### src/rtl/rom_loader_spi_writer.sv
// rtl/rom_loader_spi_writer.sv - writes loader-supplied words into serial SRAM via SPI WRITE (0x02)
module rom_loader_spi_writer #(
    parameter int DATA_WIDTH    = 16,
    parameter int ADDRESS_WIDTH = 16
) (
    input  logic                     clk,
    input  logic                     reset,
    input  logic                     rom_loader_load,
    input  logic                     rom_loader_sck,
    input  logic [DATA_WIDTH-1:0]    rom_loader_data,
    output logic                     rom_loader_ack,
    output logic                     rom_cs_n,
    output logic                     rom_sck,
    output logic                     rom_sio_oe,
    output logic                     rom_sio0_o,
    output logic                     rom_sio1_o,
    output logic                     rom_sio2_o,
    output logic                     rom_sio3_o,
    output logic                     busy,
    output logic [ADDRESS_WIDTH-1:0] word_count
);

    localparam int FRAME_W  = 8 + 24 + DATA_WIDTH;
    localparam int ADDR_PAD = 23 - ADDRESS_WIDTH;

    typedef enum logic [1:0] {
        S_IDLE,
        S_SHIFT,
        S_DONE
    } state_t;

    state_t                   r_state;
    state_t                   w_state_nxt;
    logic                     r_sck_q;
    logic                     r_load_q;
    logic [FRAME_W-1:0]       r_shreg;
    logic [5:0]               r_bit_cnt;
    logic                     r_phase;
    logic [ADDRESS_WIDTH-1:0] r_word_count;

    logic                     w_strobe;
    logic                     w_load_rise;
    logic                     w_last_bit;
    logic [ADDRESS_WIDTH-1:0] w_wc_base;
    logic [23:0]              w_addr;

    assign w_strobe    = rom_loader_sck & ~r_sck_q & rom_loader_load;
    assign w_load_rise = rom_loader_load & ~r_load_q;
    assign w_last_bit  = (r_bit_cnt == 6'd0) && r_phase;
    // A session start in the same cycle as a strobe must already use address 0.
    assign w_wc_base   = w_load_rise ? '0 : r_word_count;
    assign w_addr      = {{ADDR_PAD{1'b0}}, w_wc_base, 1'b0};

    assign word_count  = r_word_count;
    assign rom_sio1_o  = 1'b0;
    assign rom_sio2_o  = 1'b1;
    assign rom_sio3_o  = 1'b1;

    always_ff @(posedge clk) begin
        if (reset) begin
            r_state <= S_IDLE;
        end else begin
            r_state <= w_state_nxt;
        end
    end

    always_comb begin
        w_state_nxt = r_state;
        case (r_state)
            S_IDLE:  if (w_strobe) w_state_nxt = S_SHIFT;
            S_SHIFT: if (w_last_bit) w_state_nxt = S_DONE;
            S_DONE:  w_state_nxt = S_IDLE;
            default: w_state_nxt = S_IDLE;
        endcase
    end

    always_comb begin
        rom_cs_n       = 1'b1;
        rom_sck        = 1'b0;
        rom_sio_oe     = 1'b0;
        rom_sio0_o     = 1'b0;
        rom_loader_ack = 1'b0;
        busy           = 1'b0;
        case (r_state)
            S_SHIFT: begin
                rom_cs_n   = 1'b0;
                rom_sck    = r_phase;
                rom_sio_oe = 1'b1;
                rom_sio0_o = r_shreg[FRAME_W-1];
                busy       = 1'b1;
            end
            S_DONE: begin
                rom_loader_ack = 1'b1;
                busy           = 1'b1;
            end
            default: ;
        endcase
    end

    always_ff @(posedge clk) begin
        if (reset) begin
            r_sck_q      <= 1'b0;
            r_load_q     <= 1'b0;
            r_word_count <= '0;
            r_shreg      <= '0;
            r_bit_cnt    <= '0;
            r_phase      <= 1'b0;
        end else begin
            r_sck_q  <= rom_loader_sck;
            r_load_q <= rom_loader_load;

            if (w_load_rise) begin
                r_word_count <= '0;
            end else if (r_state == S_DONE) begin
                r_word_count <= r_word_count + 1'b1;
            end

            case (r_state)
                S_IDLE: begin
                    if (w_strobe) begin
                        r_shreg   <= {8'h02, w_addr, rom_loader_data};
                        r_bit_cnt <= 6'(FRAME_W - 1);
                        r_phase   <= 1'b0;
                    end
                end
                S_SHIFT: begin
                    r_phase <= ~r_phase;
                    // Advance to the next bit only after the SRAM has seen the rising SPI edge.
                    if (r_phase) begin
                        r_shreg   <= r_shreg << 1;
                        r_bit_cnt <= r_bit_cnt - 6'd1;
                    end
                end
                default: ;
            endcase
        end
    end

endmodule
### config.mk
export PLATFORM = sky130hd
export DESIGN_NAME = rom_loader_spi_writer
export DESIGN_NICKNAME = d
export VERILOG_FILES = /design/src/rtl/rom_loader_spi_writer.sv
export SDC_FILE = /design/constraint.sdc
export NUM_CORES = 1
export LEC_CHECK = 0
export ABC_AREA = 1
export BUFFER_PORTS_ARGS = -buffer_cell sky130_fd_sc_hd__buf_2
export CELL_PAD_IN_SITES_DETAIL_PLACEMENT = 2
export CELL_PAD_IN_SITES_GLOBAL_PLACEMENT = 2
export CORE_MARGIN = 2
export CORE_UTILIZATION = 32
export DETAILED_ROUTE_END_ITERATION = 10
export PLACE_DENSITY_LB_ADDON = 0.12
export SETUP_SLACK_MARGIN = 0.2
export SYNTH_ARGS = -nofsm -noshare
export SYNTH_HDL_FRONTEND = slang
export SYNTH_SLANG_ARGS = --single-unit
### constraint.sdc
create_clock -name clk -period 1.67 [get_ports clk]
set_clock_uncertainty 0.1 [all_clocks]
set_input_delay 0.4175 -clock clk [delete_from_list [all_inputs] [get_ports clk]]
set_output_delay 0.4175 -clock clk [all_outputs]
set_load 0.02 [all_outputs]
==> results.py, run 1 <==
metrics = {
    "synth": {
        "yosysMostFrequentCell": "nand2_1",
        "ys_seq_area_share_pct": 42.9,
        "yosysTopAreaCellShare_pct": 42.9,
        "synth-edff-count": 0,
        "yosys_warnings": 0,
        "synth_cell_types": 29,
        "ys.flop_type": "dfxtp_1",
        "synth_top_area_cell": "dfxtp_1",
        "synth_common_cells": "nand2_1, dfxtp_1, nor2_1",
        "synth_seq_cells": 75,
        "netlist_area_sq_mm": 0.00350,
        "synth.avg_cell_area_sq_um": 6.99,
        "synth_cells": 501,
        "synthTopCellsByArea": "dfxtp_1, nand2_1, nor2_1, o21ai_0, a21oi_1",
        "async_reset_ff_share_pct": 0,
    },
    "cells_and_area": {
        "nNetsFinal": 610,
        "regArea_sq_mm": 0.00154,
        "n_antenna_cell": 0,
        "drive_gt1_share_pct": 36.4,
        "filler_cell_count": 1210,
        "syn2layout_area_growth_pct": 47.3,
        "multi_input_area_sq_mm": 0.00205,
    },
    "clock_tree": {
        "cts_hold_buffers": 0,
        "cts.path.max_buffers": 2,
        "cts_tree": "done",
        "insertion_delay_ns": 0.37,
        "cts_inserted_buffers": 9,
        "clockRootBuffer": "clkbuf_8",
        "clk_pin_slew_ns": 0.09,
        "htreeDepth": 3,
        "clock_sinks": 75,
    },
    "timing": {
        "rsz0062_at_grt": "true",
        "setup_ws_ns": -0.190,
        "finalSetupViolCount": 69,
        "fin_crit_sh_pct": 111,
        "finalSetupTns_ns": -6.38,
        "fmax_mhz": 538,
        "period_needed_ns": 1.86,
        "hold_violations": 0,
        "drv_slew": 0,
    },
    "power": {
        "power.density_mw_per_mm2": 1850,
        "p_sw_share_pct": 42.4,
        "pwr-share-seq_pct": 26.4,
        "leakage_nw": 2.12,
        "p_clk_share_pct": 16.4,
        "power_w": 0.00953,
        "combPwrFrac_pct": 57.2,
        "p_switching_w": 0.00405,
        "p_int_w": 0.00549,
        "peakVddDrop_mv": 0.712,
    },
    "floorplan": {
        "die_w_microns": 109,
        "die-area_sq_mm": 0.0118,
        "start_util_pct": 32.6,
        "fp-row-count": 38,
        "core_area_sq_mm": 0.0107,
        "die_y_microns": 109,
        "io_pins": 45,
    },
    "worst_hold_path": {
        "hold_path.class": "in2reg",
    },
    "run_status": {
        "failed_checks": "setup timing",
        "status": "finished with violations",
    },
    "global_routing": {
        "first_global_vias": 3669,
        "grt_max_degree": 25,
        "grtUsageTotal_pct": 19.6,
        "grt_pass1_wl_microns": 17900,
        "grt-ovfl-total": 0,
        "antenna_found_initial": 0,
    },
    "place": {
        "io_buffers": 41,
        "post-dp-hpwl_microns": 7410,
        "routabilityCongestion": 0.784,
    },
    "routing": {
        "wire_per_inst_microns": 22.0,
        "drc": 0,
        "routed_wl_microns": 16000,
        "viasPerCell": 5.24,
        "via_count": 3812,
        "drt-initial-drc-count": 165,
        "dr.pass1.iters": 4,
        "ant_nets": 0,
    },
    "critical_path": {
        "worst_setup_path_start_kind": "flip-flop",
        "crit_type": "reg2reg",
        "cp.required_ns": 1.86,
        "arrival_ns": 2.05,
        "worst-path-max-fanout": 8,
        "worst_setup_path_end_kind": "flip-flop",
    },
    "run": {
        "cap_viol_max_count": 0,
    },
}
[sequential cells by signal (all words and copies together), names as in the netlist]
register / flops
r_bit_cnt: 6
r_load_q: 1
r_phase: 1
r_sck_q: 1
r_shreg: 48
r_state: 2
word_count: 16
[cell families (layout without fill, tap and decap cells)]
logic type | Yosys count | in the layout | share of synthesized area (%)
AOI/OAI and AO/OA | 110 | 110 | 16.5
and+or+nand+nor | 245 | 245 | 29.2
buffers and inverters | 61 | 147 | 8.43
adders and majority gates | 7 | 7 | 2.50
DFF | 75 | 75 | 42.9
other | 2 | 3 | 0.214
xor gates and xnor gates | 1 | 1 | 0.250
[metal layers]
layer  vias up  wire (microns)  GRT usage [%]
li1       1795               -              -
met1      1909            6980           24.7
met4         0             463           7.42
met5         -               0              0
met2        71            8130           33.1
met3        37             413           3.95
[worst paths after layout]
kind	startpoint	end	slack, ns	cells after the start
worst max-delay path	r_state[1]$_SDFFE_PP0P_	r_shreg[18]$_SDFFE_PP0P_	-0.19	9
worst min-delay path	rom_loader_sck	r_sck_q$_SDFF_PP0_	0.17	3
worst max register to register	r_state[1]$_SDFFE_PP0P_	r_shreg[18]$_SDFFE_PP0P_	-0.19	9
worst min register to register	r_bit_cnt[0]$_SDFFE_PP0P_	r_bit_cnt[0]$_SDFFE_PP0P_	0.38	1
[power groups by stage]
stage          Sequential, W  Combinational (W)  Clock, W
2_1_floorplan        0.00241            0.00219         0
3_3_place_gp         0.00245            0.00273         0
3_5_place_dp         0.00247            0.00291         0
4_1_cts              0.00244            0.00344   0.00157
5_1_grt              0.00255            0.00580   0.00166
6_report             0.00251            0.00546   0.00156
[layout make-up]
cell class | count | share of cell area [%]
clock buffers | 15 | 3.42
clock inverters | 1 | 0.582
inverters | 30 | 2.57
multi-input cells | 366 | 39.7
flip-flops and latches | 75 | 29.8
well taps | 140 | 3.40
repair buffers | 100 | 20.2
repair inverters | 1 | 0.315
[placed cells by master (no fill, tap or decap), types with 5 or more instances in the layout]
cell type	instances
nand3_1	23
buf_2	23
a21oi_2	16
inv_2	6
nand4_1	6
inv_1	20
a22oi_1	6
clkbuf_16	9
ha_1	5
nand2_1	120
buf_6	14
a21oi_1	33
nor2_2	6
buf_4	41
buf_12	6
dfxtp_4	6
o21ai_0	15
nor2_1	59
buf_8	6
clkbuf_8	12
o21ai_1	12
dfxtp_1	58
o21ai_2	21
dfxtp_2	11
nand3_2	5
[through the flow]
step                hold WS [ns]  instances  instance area (sq um)  util (%)  setup WS, ns
finish                     0.170        728                   5160      48.0        -0.190
floorplan                  0.322        502                   3570         -         0.157
global placement           0.339        676                   3940      36.7        0.0392
detailed placement         0.358        676                   3940      36.7       -0.0215
CTS                        0.164        703                   4450      41.4        -0.145
global route               0.176        728                   5160      48.0        -0.295
[worst max-delay path: stages (launching register included)]
cell	delay [ns]
dfxtp_2	0.36
inv_4	0.06
ha_4	0.20
buf_4	0.16
o21ai_4	0.17
nand2_8	0.16
clkinv_8	0.13
buf_8	0.13
o21ai_0	0.09
a21oi_1	0.20
[what timing repair did]
item / 4_1_cts / 5_1_grt
resized for setup: 74 / 125
buffers inserted: 10 / 15
endpoints found under the setup margin: 82 / 89
pin swaps: 14 / 24
cloned: 1 / 10
No activity file was read; power rests on OpenSTA's default activity.
==> run 2, diff against run 1 <==
--- a/config.mk
+++ b/config.mk
@@ -10,7 +10,7 @@
 export CELL_PAD_IN_SITES_DETAIL_PLACEMENT = 2
 export CELL_PAD_IN_SITES_GLOBAL_PLACEMENT = 2
 export CORE_MARGIN = 2
-export CORE_UTILIZATION = 32
+export CORE_UTILIZATION = 34
 export DETAILED_ROUTE_END_ITERATION = 10
 export PLACE_DENSITY_LB_ADDON = 0.12
 export SETUP_SLACK_MARGIN = 0.2
==> constraint.sdc (replaced) <==
create_clock -name clk -period 2.4 [get_ports clk]
set_clock_uncertainty 0.1 [all_clocks]
set_input_delay 0.6 -clock clk [delete_from_list [all_inputs] [get_ports clk]]
set_output_delay 0.6 -clock clk [all_outputs]
set_load 0.02 [all_outputs]
==> run 2 against run 1 <==
Compared with the run above: the flow now finishes without violations; cell area decreased by 22%; largest cell class unchanged; core utilization decreased by 8.4 points; sequential power decreased by 33%; register-to-register slack improved by 0.66 ns; cell count shrank 7.1%; non-clock buffer count shrank 44; hold slack gained 0.19 ns.
==> results.py, run 2 (synthesized netlist as in run 1, its figures left out) <==
metrics = {
    "run_status": {
        "status": "completed",
    },
    "routing": {
        "routed_wl_microns": 10300,
        "dr.pass1.iters": 4,
        "drc": 0,
        "drt-initial-drc-count": 92,
        "via_count": 3424,
        "wire_per_inst_microns": 15.2,
        "viasPerCell": 5.07,
        "ant_nets": 0,
    },
    "floorplan": {
        "die_y_microns": 105,
        "die_w_microns": 105,
        "core_area_sq_mm": 0.0101,
        "io_pins": 45,
        "start_util_pct": 34.5,
        "die-area_sq_mm": 0.0111,
        "fp-row-count": 37,
    },
    "clock_tree": {
        "cts_hold_buffers": 0,
        "clockRootBuffer": "clkbuf_8",
        "cts_tree": "done",
        "insertion_delay_ns": 0.34,
        "cts_inserted_buffers": 9,
        "clock_sinks": 75,
        "htreeDepth": 3,
        "clk_pin_slew_ns": 0.07,
        "cts.path.max_buffers": 2,
    },
    "critical_path": {
        "crit_type": "reg2out",
        "worst_setup_path_end_kind": "output pin",
        "worst_setup_path_start_kind": "flip-flop",
        "arrival_ns": 1.39,
        "crit_path_start": "r_state[1]$_SDFFE_PP0P_",
        "worst-path-max-fanout": 7,
        "cp.required_ns": 1.70,
        "rr_startpoint": "r_state[0]$_SDFFE_PP0P_",
    },
    "timing": {
        "setup_ws_ns": 0.309,
        "finalSetupViolCount": 0,
        "hold_violations": 0,
        "worst_pin_slew_ns": 0.514,
        "fin_crit_sh_pct": 87.1,
        "rsz0062_at_grt": "false",
        "period_needed_ns": 2.09,
        "slew_headroom_pct": 65.7,
        "fmax_mhz": 478,
        "drv_slew": 0,
        "finalSetupTns_ns": 0,
    },
    "cells_and_area": {
        "largest_reg_flops": 48,
        "syn2layout_area_growth_pct": 14.6,
        "n_antenna_cell": 0,
        "filler_cell_count": 1212,
        "mostFrequentLayoutCell": "nand2_1",
        "mostFrequentLayoutCells": "nand2_1, dfxtp_1, nor2_1",
        "largest_register": "r_shreg",
        "nNetsFinal": 565,
        "stdcell_count": 676,
        "drive_gt1_share_pct": 15.0,
    },
    "power": {
        "combPwrFrac_pct": 41.7,
        "p_sw_share_pct": 41.5,
        "power.density_mw_per_mm2": 1110,
        "pwr-share-seq_pct": 37.8,
        "p_clk_share_pct": 20.5,
        "p_int_w": 0.00261,
        "p_switching_w": 0.00185,
        "leakage_nw": 1.68,
        "peakVddDrop_mv": 0.338,
    },
    "place": {
        "place_inst": 660,
        "routabilityCongestion": 0.755,
        "io_buffers": 41,
        "pre_cts_slack_ns": 0.202,
        "post-dp-hpwl_microns": 7040,
    },
    "global_routing": {
        "use_met1_pct": 23.2,
        "grt_busiest_layer": "met2",
        "antenna_found_initial": 0,
        "grt-ovfl-total": 0,
        "grt_pass1_wl_microns": 17100,
        "first_global_vias": 3581,
        "grtUsageMet3_pct": 2.47,
        "grt_util_met2_pct": 34.1,
        "grtUsageTotal_pct": 18.8,
        "grt_max_degree": 44,
    },
    "worst_hold_path": {
        "hold_path.class": "reg2reg",
        "worstHoldStart": "r_bit_cnt[0]$_SDFFE_PP0P_",
    },
    "run": {
        "cap_viol_max_count": 0,
    },
}
run 2: cell types whose count changed in the layout (fill, tap and decap cells not counted), sizes merged:
cell | before | now
inv | 29 | 30
buf | 91 | 56
clkinv | 2 | 1
clkbuf | 24 | 10
clkinvlp | 0 | 1
run 2: area by class of cell:
cell class	count	area (sq um)	share of cell area (%)
Clock buffer	10	128	3.18
Inverter	30	113	2.81
Timing Repair Buffer	56	334	8.33
Sequential cell	75	1500	37.4
Clock inverter	3	42.5	1.06
Tap cell	136	170	4.24
Multi-Input combinational cell	366	1720	43.0
run 2: path summary, 6_finish.rpt:
path                                     to  slack [ns]  cells after the start
hold reg to reg   r_bit_cnt[0]$_SDFFE_PP0P_        0.36                      1
setup reg to reg   r_shreg[24]$_SDFFE_PP0P_        0.47                      8
hold / removal    r_bit_cnt[0]$_SDFFE_PP0P_        0.36                      1
setup / recovery                    rom_sck        0.31                      5
run 2: per-layer routing:
layer | routed length, microns | vias up
li1 | - | 1690
met1 | 4800 | 1689
met2 | 5180 | 41
met3 | 216 | 4
met4 | 57 | 0
met5 | 0 | -
run 2: timing repair:
action,4_1_cts,5_1_grt
resized for setup,2,1
pin swaps,0,0
setup endpoints to repair,18,25
setup buffers,0,3
run 2: critical path, stage by stage, from the launching register on:
cell and delay (ns):
dfxtp_1 0.32, inv_1 0.15, ha_4 0.22, nand2_1 0.10
inv_1 0.09, buf_2 0.17
run 2: through the flow:
step | utilization (%) | cell area (sq um) | total power [W] | hold WS [ns]
final | 39.6 | 4010 | 0.00446 | 0.360
after CTS | 39.2 | 3970 | 0.00448 | 0.364
after global routing | 39.6 | 4010 | 0.00487 | 0.376
after floorplan | - | 3510 | 0.00310 | 0.322
after detailed placement | 37.4 | 3790 | 0.00352 | 0.351
after global placement | 37.4 | 3790 | 0.00342 | 0.341
run 2: power by group through the flow:
| stage | clock [W] | sequential [W] | combinational, W |
|---|---|---|---|
| after floorplan | 0 | 0.00166 | 0.00144 |
| after global placement | 0 | 0.00170 | 0.00172 |
| after detailed placement | 0 | 0.00171 | 0.00181 |
| after CTS | 0.000942 | 0.00169 | 0.00185 |
| after global routing | 0.000996 | 0.00173 | 0.00214 |
| final | 0.000916 | 0.00169 | 0.00186 |
==> run 3, diff against run 2 <==
==> constraint.sdc (replaced) <==
create_clock -name clk -period 2.5 [get_ports clk]
set_clock_uncertainty 0.1 [all_clocks]
set_input_delay 0.625 -clock clk [delete_from_list [all_inputs] [get_ports clk]]
set_output_delay 0.625 -clock clk [all_outputs]
set_load 0.05 [all_outputs]
==> run 3 against run 2 <==
Compared with the run above: non-clock buffer count down 5; combinational power about the same; highest routed layer unchanged; register-to-register slack better by 0.08 ns.
==> results.py, run 3 (synthesized netlist as in run 1, its figures left out) <==
metrics = {
    "clock_tree": {
        "cts_tree": "done",
        "insertion_delay_ns": 0.34,
        "cts_inserted_buffers": 9,
        "cts.path.max_buffers": 2,
        "clock_sinks": 75,
        "htreeDepth": 3,
        "postCtsSetupBuffers": 0,
        "clockRootBuffer": "clkbuf_8",
        "clk_pin_slew_ns": 0.08,
    },
    "timing": {
        "worst_pin_slew_ns": 0.537,
        "rsz0062_at_grt": "false",
        "drv_slew": 0,
        "fmax_mhz": 459,
        "fin_crit_sh_pct": 87.1,
        "hold_violations": 0,
        "period_needed_ns": 2.18,
        "slew_headroom_pct": 64.1,
        "finalSetupViolCount": 0,
        "finalSetupTns_ns": 0,
    },
    "floorplan": {
        "die_w_microns": 105,
        "start_util_pct": 34.5,
        "io_pins": 45,
        "core_area_sq_mm": 0.0101,
        "die_y_microns": 105,
        "die-area_sq_mm": 0.0111,
        "fp-row-count": 37,
    },
    "routing": {
        "drt-initial-drc-count": 118,
        "drc": 0,
        "viasPerCell": 5.08,
        "dr.pass1.iters": 4,
        "wire_per_inst_microns": 15.2,
        "via_count": 3422,
        "routed_wl_microns": 10200,
        "ant_nets": 0,
    },
    "critical_path": {
        "worst_setup_path_start_kind": "flip-flop",
        "worst_setup_path_end_kind": "output pin",
        "crit_type": "reg2out",
        "arrival_ns": 1.45,
        "cp.required_ns": 1.77,
        "worst-path-max-fanout": 9,
    },
    "worst_hold_path": {
        "hold_path.class": "reg2reg",
    },
    "run": {
        "cap_viol_max_count": 0,
    },
    "cells_and_area": {
        "n_antenna_cell": 0,
        "mostFrequentLayoutCells": "nand2_1, dfxtp_1, nor2_1",
        "fin_util_pct": 40.0,
        "largest_register": "r_shreg",
        "stdcell_count": 673,
        "nNetsFinal": 560,
        "largest_reg_flops": 48,
        "syn2layout_area_growth_pct": 15.7,
        "drive_gt1_share_pct": 14.7,
        "mostFrequentLayoutCell": "nand2_1",
    },
    "global_routing": {
        "antenna_found_initial": 0,
        "first_global_vias": 3588,
        "grt_max_degree": 38,
        "grtUsageTotal_pct": 19.6,
        "grt-ovfl-total": 0,
        "grt_pass1_wl_microns": 17800,
    },
    "power": {
        "peakVddDrop_mv": 0.523,
        "power.density_mw_per_mm2": 1140,
        "leakage_nw": 1.68,
        "power_w": 0.00462,
    },
    "run_status": {
        "status": "completed",
    },
    "place": {
        "post-dp-hpwl_microns": 6870,
        "routabilityCongestion": 0.797,
        "place_inst": 658,
        "io_buffers": 41,
    },
}
## run 3: through the flow
step	area, sq um	hold slack [ns]	worst slack (ns)
after floorplan	3510	0.322	0.274
after global placement	3800	0.339	0.537
after detailed placement	3800	0.355	0.441
after CTS	4040	0.372	0.218
after global routing	4050	0.384	0.243
final	4050	0.367	0.323
## run 3: per-layer routing
layer	vias up	global-route usage, %	routed length, microns
met3	10	2.29	240
met1	1684	24.9	4730
met5	-	0	0
met4	0	6.48	104
li1	1687	-	-
met2	41	34.4	5160
## run 3: final timing paths
kind                            slack (ns)  cells after the start                 startpoint                        end
worst min register to register        0.37                      1  r_bit_cnt[0]$_SDFFE_PP0P_  r_bit_cnt[0]$_SDFFE_PP0P_
worst max register to register        0.55                      8    r_state[0]$_SDFFE_PP0P_   r_shreg[17]$_SDFFE_PP0P_
worst min-delay path                  0.37                      1  r_bit_cnt[0]$_SDFFE_PP0P_  r_bit_cnt[0]$_SDFFE_PP0P_
worst max-delay path                  0.32                      3    r_state[0]$_SDFFE_PP0P_             rom_loader_ack
## run 3: where the power goes
part	internal (W)	switching (W)	leakage (nW)
sequential	0.00146	0.000155	0.612
clock	0.000657	0.000467	0.112
combinational	0.000593	0.00129	0.955
total	0.00271	0.00191	1.68
## run 3: area by class of cell
| cell class | instances | area, sq um |
|---|---|---|
| flip-flops and latches | 75 | 1500 |
| well taps | 136 | 170 |
| inverters | 30 | 116 |
| clock inverters | 5 | 103 |
| repair buffers | 51 | 310 |
| multi-input cells | 366 | 1720 |
| fillers | 1214 | 6090 |
| clock buffers | 10 | 128 |
## run 3: what timing repair did
item                       4_1_cts  5_1_grt
cloned                           0        0
setup endpoints to repair        2        4
hold buffers                     0        0
pin swaps                        0        0
resized for setup                2        2
## run 3: critical path, stage by stage, from the launching register on
cell and delay (ns):
dfxtp_1 0.35, inv_1 0.12, ha_2 0.32, buf_2 0.31
